## src/rtl/bf_round_pipe.sv

```systemverilog
// Two-stage float narrowing unit: FP32-like accumulator word to bfloat-like
// output with RNE/RTZ rounding, subnormal flush, overflow to inf, quiet NaN.
// Ports: clk, rst (async, active-high); in_valid/in_ready/in_data/rnd_mode;
// out_valid/out_ready/out_data/out_flags {overflow, flushed, inexact};
// flush_cnt/inexact_cnt when ROUND_STATS_EN is defined.
module bf_round_pipe #(
  parameter int EXP_W    = 8,
  parameter int IN_MAN_W = 23,
  parameter int MAN_W    = 7
) (
  input  logic                      clk,
  input  logic                      rst,
  input  logic                      in_valid,
  output logic                      in_ready,
  input  logic [EXP_W+IN_MAN_W:0]   in_data,
  input  logic                      rnd_mode,
  output logic                      out_valid,
  input  logic                      out_ready,
  output logic [EXP_W+MAN_W:0]      out_data,
`ifdef ROUND_STATS_EN
  output logic [15:0]               flush_cnt,
  output logic [15:0]               inexact_cnt,
`endif
  output logic [2:0]                out_flags
);

  localparam int D = IN_MAN_W - MAN_W;
  localparam logic [MAN_W-1:0] QBIT = MAN_W'(1) << (MAN_W - 1);

  typedef enum logic [1:0] {
    C_ZERO, C_INF, C_NAN, C_NORM
  } cls_e;

  // input field split
  logic                in_sign;
  logic [EXP_W-1:0]    in_exp;
  logic [IN_MAN_W-1:0] in_man;
  logic [MAN_W-1:0]    in_keep;
  logic                guard;
  logic                sticky;

  assign in_sign = in_data[EXP_W+IN_MAN_W];
  assign in_exp  = in_data[EXP_W+IN_MAN_W-1:IN_MAN_W];
  assign in_man  = in_data[IN_MAN_W-1:0];
  assign in_keep = in_man[IN_MAN_W-1:D];
  assign guard   = in_man[D-1];

  generate
    if (D > 1) begin : g_sticky
      assign sticky = |in_man[D-2:0];
    end else begin : g_nosticky
      assign sticky = 1'b0;
    end
  endgenerate

  // stage registers
  logic             s1_valid_q, s1_valid_d;
  cls_e             cls_q, cls_d;
  logic             sign_q, sign_d;
  logic [EXP_W-1:0] exp_q, exp_d;
  logic [MAN_W-1:0] keep_q, keep_d;
  logic             inc_q, inc_d;
  logic             inx_q, inx_d;
  logic             nz_q, nz_d;

  logic                 s2_valid_q, s2_valid_d;
  logic [EXP_W+MAN_W:0] data_q, data_d;
  logic [2:0]           flags_q, flags_d;

  logic s2_en;
  logic s1_load;
  logic s1_adv;
  logic out_hs;

  assign s2_en    = !s2_valid_q | out_ready;
  assign in_ready = !s1_valid_q | s2_en;
  assign s1_load  = in_valid & in_ready;
  assign s1_adv   = s1_valid_q & s2_en;
  assign out_hs   = s2_valid_q & out_ready;

  // stage 1: classify and decide the rounding increment
  always_comb begin
    s1_valid_d = s1_valid_q;
    cls_d      = cls_q;
    sign_d     = sign_q;
    exp_d      = exp_q;
    keep_d     = keep_q;
    inc_d      = inc_q;
    inx_d      = inx_q;
    nz_d       = nz_q;
    if (s1_load) begin
      s1_valid_d = 1'b1;
      sign_d     = in_sign;
      exp_d      = in_exp;
      keep_d     = in_keep;
      nz_d       = |in_man;
      inx_d      = guard | sticky;
      inc_d      = !rnd_mode & guard & (sticky | in_keep[0]);
      if (in_exp == '0)
        cls_d = C_ZERO;
      else if (in_exp == '1)
        cls_d = (in_man == '0) ? C_INF : C_NAN;
      else
        cls_d = C_NORM;
    end else if (s1_adv) begin
      s1_valid_d = 1'b0;
    end
  end

  // stage 2: apply increment, build result and flags
  logic [EXP_W+MAN_W-1:0] sum;

  assign sum = {exp_q, keep_q} + {{(EXP_W+MAN_W-1){1'b0}}, inc_q};

  always_comb begin
    s2_valid_d = s2_valid_q;
    data_d     = data_q;
    flags_d    = flags_q;
    if (s2_en) begin
      s2_valid_d = s1_valid_q;
      if (s1_valid_q) begin
        unique case (cls_q)
          C_ZERO: begin
            data_d  = {sign_q, {(EXP_W+MAN_W){1'b0}}};
            flags_d = {1'b0, nz_q, 1'b0};
          end
          C_INF: begin
            data_d  = {sign_q, {EXP_W{1'b1}}, {MAN_W{1'b0}}};
            flags_d = 3'b000;
          end
          C_NAN: begin
            data_d  = {sign_q, {EXP_W{1'b1}}, keep_q | QBIT};
            flags_d = 3'b000;
          end
          default: begin
            // a carry into an all-ones exponent already leaves mantissa 0
            data_d  = {sign_q, sum};
            flags_d = {sum[EXP_W+MAN_W-1:MAN_W] == '1, 1'b0, inx_q};
          end
        endcase
      end
    end
  end

  always_ff @(posedge clk or posedge rst) begin
    if (rst) begin
      s1_valid_q <= 1'b0;
      cls_q      <= C_ZERO;
      sign_q     <= 1'b0;
      exp_q      <= '0;
      keep_q     <= '0;
      inc_q      <= 1'b0;
      inx_q      <= 1'b0;
      nz_q       <= 1'b0;
      s2_valid_q <= 1'b0;
      data_q     <= '0;
      flags_q    <= '0;
    end else begin
      s1_valid_q <= s1_valid_d;
      cls_q      <= cls_d;
      sign_q     <= sign_d;
      exp_q      <= exp_d;
      keep_q     <= keep_d;
      inc_q      <= inc_d;
      inx_q      <= inx_d;
      nz_q       <= nz_d;
      s2_valid_q <= s2_valid_d;
      data_q     <= data_d;
      flags_q    <= flags_d;
    end
  end

  assign out_valid = s2_valid_q;
  assign out_data  = data_q;
  assign out_flags = flags_q;

`ifdef ROUND_STATS_EN
  logic [15:0] flush_cnt_q, flush_cnt_d;
  logic [15:0] inexact_cnt_q, inexact_cnt_d;

  // counted at the output handshake so stalled words are not yet included
  always_comb begin
    flush_cnt_d   = flush_cnt_q;
    inexact_cnt_d = inexact_cnt_q;
    if (out_hs && flags_q[1] && flush_cnt_q != 16'hFFFF)
      flush_cnt_d = flush_cnt_q + 16'd1;
    if (out_hs && flags_q[0] && inexact_cnt_q != 16'hFFFF)
      inexact_cnt_d = inexact_cnt_q + 16'd1;
  end

  always_ff @(posedge clk or posedge rst) begin
    if (rst) begin
      flush_cnt_q   <= '0;
      inexact_cnt_q <= '0;
    end else begin
      flush_cnt_q   <= flush_cnt_d;
      inexact_cnt_q <= inexact_cnt_d;
    end
  end

  assign flush_cnt   = flush_cnt_q;
  assign inexact_cnt = inexact_cnt_q;
`else
  logic unused_hs;
  assign unused_hs = out_hs;
`endif

endmodule

```

## config.mk

```make
export PLATFORM = sky130hd
export DESIGN_NAME = bf_round_pipe
export DESIGN_NICKNAME = d
export VERILOG_FILES = /design/src/rtl/bf_round_pipe.sv
export SDC_FILE = /design/constraint.sdc
export NUM_CORES = 1
export LEC_CHECK = 0
export CAP_MARGIN = 40
export CORE_MARGIN = 5
export CORE_UTILIZATION = 45
export CTS_BUF_LIST = sky130_fd_sc_hd__clkbuf_8
export CTS_CLUSTER_DIAMETER = 200
export CTS_CLUSTER_SIZE = 16
export DETAILED_ROUTE_END_ITERATION = 8
export GPL_TIMING_DRIVEN = 0
export PLACE_DENSITY = 0.75
export SLEW_MARGIN = 20
export SYNTH_ARGS = -nofsm -noshare
export SYNTH_HDL_FRONTEND = slang
export SYNTH_SLANG_ARGS = --single-unit
```

## constraint.sdc

```tcl
create_clock -name clk -period 2.6 [get_ports clk]
set_input_delay 0.52 -clock clk [delete_from_list [all_inputs] [get_ports clk]]
set_output_delay 0.52 -clock clk [all_outputs]
set_load 0.005 [all_outputs]
```

==> metrics.md <==
| Metric | Value |
|---|---|
| Final Hold Viols | `0` |
| Final min period | `2.305 ns` |
| Post-CTS setup buffer count | `0` |
| GP Congestion | `0.8940` |
| Max cap viols | `0` |
| Endpoint of the worst hold path | `out_data[15]$_DFFE_PP0P_` |
| Die area | `6291 um^2` |
| Crit path launch type | `flip-flop` |
| Clk root buf | `clkbuf_8` |
| Fmax | `0.4339 GHz` |
| Reg2Reg Depth | `7` |
| Dpl cell area | `2828 um^2` |
| Layout Area Growth over Synthesis | `35.88%` |
| Post-synthesis sequential area ratio | `0.4861` |
| Hold_ws | `0.4678 ns` |
| Post-route design area | `2938 um^2` |
| Global route total overflow | `0` |
| H-tree Lvls | `2` |
| Wirelength per Cell | `13.72 um` |
| Antenna diode count | `0` |
| Commonest non-fill, non-tap cell in the layout | `clkdlybuf4s50_1` |
| # hold bufs at CTS | `0` |
| Filler cells | `431` |
| Worst min path class | `reg2reg` |
| Rel. slew slack | `0.6740` |
| Most frequent cells in the layout | `clkdlybuf4s50_1 (57), dfrtp_1 (42), nand2_1 (32)` |
| Required @ worst endpoint | `2.81 ns` |
| Setup total negative slack | `0 ns` |
| Pwr/cell area | `633.6 nW/um^2` |
| Clock latency on the worst-skew pair | `0.29 ns` |
| Critical path peak fanout | `6` |
| Syn Inst Count | `220` |
| CTS buffer count | `5` |
| Die Width | `79.32 um` |
| Antenna violation net count after detailed routing | `0` |
| Critical R2R Capture | `out_flags[2]$_DFFE_PP0P_` |
| Slew Viols, Final | `0` |
| Dpl ws | `0.2441 ns` |
| Share of layout cells above drive strength 1 | `0.1154` |
| Worst Path Arrival | `2.51 ns` |
| Final WL | `4.665 mm` |
| Hold Path Cell Cnt | `2` |
| WS Path Type | `reg2reg` |
| Peak VDD IR | `331.1 uV` |
| Die Y | `79.32 um` |
| Core footprint | `4692 um^2` |
| Syn Area/Cell | `9.828 um^2` |
| First-pass GRT wire length | `8.252 mm` |
| Layout Nets | `327` |
| Status | `finished, final reports clean` |
| Post-layout util | `0.6261` |
| Syn nets | `262` |
| Initial drt markers | `105` |
| Initial core utilization | `0.4608` |
| Largest net degree at the start of global routing | `24` |
| Vias/cell | `5.271` |
| Hold wc startpoint | `sign_q$_DFFE_PP0P_` |
| Slew @ Worst Pin | `0.4890 ns` |
| Worst R2R Setup Slack | `0.30 ns` |
| Post-CTS Resized | `0` |
| Crit. End Element | `flip-flop` |
| Rows | `25` |
| Port Buffers | `57` |
| Multi-input gate area | `1051 um^2` |
| Worst Skew | `0.006239 ns` |
| Leakage | `0.001202 uW` |
| Final setup violation count | `0` |
| FF-to-FF Start | `keep_q[0]$_DFFE_PP0P_` |
| Vias in the first global route | `1798` |
| Flops & latches, synth | `42` |
| GRT Util Overall | `0.1648` |
| Pre-Repair DR Iteration Count | `4` |
| Sequential cell area | `1051 um^2` |
| DRC Markers | `0` |
| Top Ports | `58` |
| Post-synthesis cell area | `2162 um^2` |
| Detailed Place HPWL | `3.856 mm` |
| Total clock sinks | `42` |
| Setup ws final | `0.2951 ns` |
| Vias | `1792` |
| Ys Warns | `0` |
| Distinct cells, synth | `32` |
| Clock buffer depth | `2` |
| Clock-pin slew on the worst setup and hold paths | `0.08 ns` |
| Initial antenna violation count | `0` |
| RSZ-0062 raised after global routing | `false` |
| Period Utilization, post-route | `0.8865` |
| CTS tree | `done` |
[area by class of cell]
type | instances | area share
flip-flops and latches | 42 | 0.3578
multi-input cells | 162 | 0.3578
repair buffers | 58 | 0.2036
clock buffers | 8 | 0.03748
well taps | 54 | 0.02300
plain buffers | 8 | 0.01022
inverters | 8 | 0.01022
[where the power goes]
group          switching [uW]  internal, uW  total (uW)  leakage (uW)
combinational             207           309         515      0.000642
sequential                103           772         874      0.000503
clock                     204           268         472     0.0000575
total                     513          1350        1860       0.00120
[worst max-delay path by stage]
stage,start,endpoint,slack [ns],cells past startpoint
after floorplan,keep_q[0]$_DFFE_PP0P_,out_flags[2]$_DFFE_PP0P_,0.60,7
after global placement,out_ready,exp_q[3]$_DFFE_PP0P_,0.26,5
after detailed placement,out_ready,exp_q[2]$_DFFE_PP0P_,0.24,5
after CTS,keep_q[0]$_DFFE_PP0P_,out_flags[2]$_DFFE_PP0P_,0.30,7
after global routing,keep_q[0]$_DFFE_PP0P_,out_flags[2]$_DFFE_PP0P_,0.11,7
final,keep_q[0]$_DFFE_PP0P_,out_flags[2]$_DFFE_PP0P_,0.30,7
[flip-flops by register name, summed over array words and instances, names as in the netlist]
signal      count
nz_q            1
inx_q           1
inc_q           1
out_valid       1
exp_q           8
out_flags       3
sign_q          1
s1_valid_q      1
out_data       16
cls_q           2
keep_q          7
[logic make-up after synthesis]
group,share of synthesized area
multiplexers,0.08854
AND/OR/NAND/NOR,0.2135
adder cells (fa/ha/maj),0.02894
XOR/XNOR,0.03241
flip-flops,0.4861
AO/OA/AOI/OAI,0.1227
buffers and inverters,0.02778
[routing by layer]
layer / vias to the layer above / share of wire / routed length (um) / GRT usage
li1: 916 / - / - / -
met1: 826 / 0.46 / 2160 / 0.2258
met2: 43 / 0.48 / 2226 / 0.2635
met3: 7 / 0.044 / 203 / 0.03515
met4: 0 / 0.016 / 74 / 0.04639
met5: - / 0 / 0 / 0
[cells in the mapped netlist]
cell / count / area share
dfrtp_1: 42 / 0.49
nand2_1: 32 / 0.056
mux2_2: 17 / 0.089
nor2_1: 14 / 0.024
o21ai_0: 14 / 0.032
a21oi_1: 10 / 0.023
clkbuf_1: 8 / 0.014
inv_1: 8 / 0.014
nor4_1: 8 / 0.023
nand3_1: 7 / 0.016
a22o_1: 6 / 0.024
nand4_1: 6 / 0.017
xnor2_1: 6 / 0.024
ha_1: 5 / 0.029
a31oi_1: 4 / 0.012
nand2b_1: 4 / 0.012
nor3_1: 4 / 0.0093
a21o_1: 3 / 0.010
nor2b_1: 3 / 0.0087
a211oi_1: 2 / 0.0069
and3_1: 2 / 0.0058
nand3b_1: 2 / 0.0069
nor3_2: 2 / 0.0093
nor3b_1: 2 / 0.0069
xor2_1: 2 / 0.0081
a32o_1: 1 / 0.0046
and2_1: 1 / 0.0029
nand3_2: 1 / 0.0046
nand4_2: 1 / 0.0058
o31ai_1: 1 / 0.0035
o31ai_2: 1 / 0.0058
or4_4: 1 / 0.0052
[worst max-delay path, stage by stage (launching register included)]
cell	delay, ns
dfrtp_1	0.38
ha_1	0.25
ha_1	0.33
nand3_2	0.16
nor2_1	0.32
a21oi_1	0.12
or4_4	0.49
o31ai_2	0.17
[stage by stage]
| stage | power, uW | std cells |
|---|---|---|
| 6_report | 1861 | 340 |
| 3_5_place_dp | 1407 | 332 |
| 2_1_floorplan | 1119 | 220 |
| 4_1_cts | 1883 | 340 |
| 5_1_grt | 1993 | 340 |
| 3_3_place_gp | 1387 | 331 |
(Power assumes the default switching activity.)
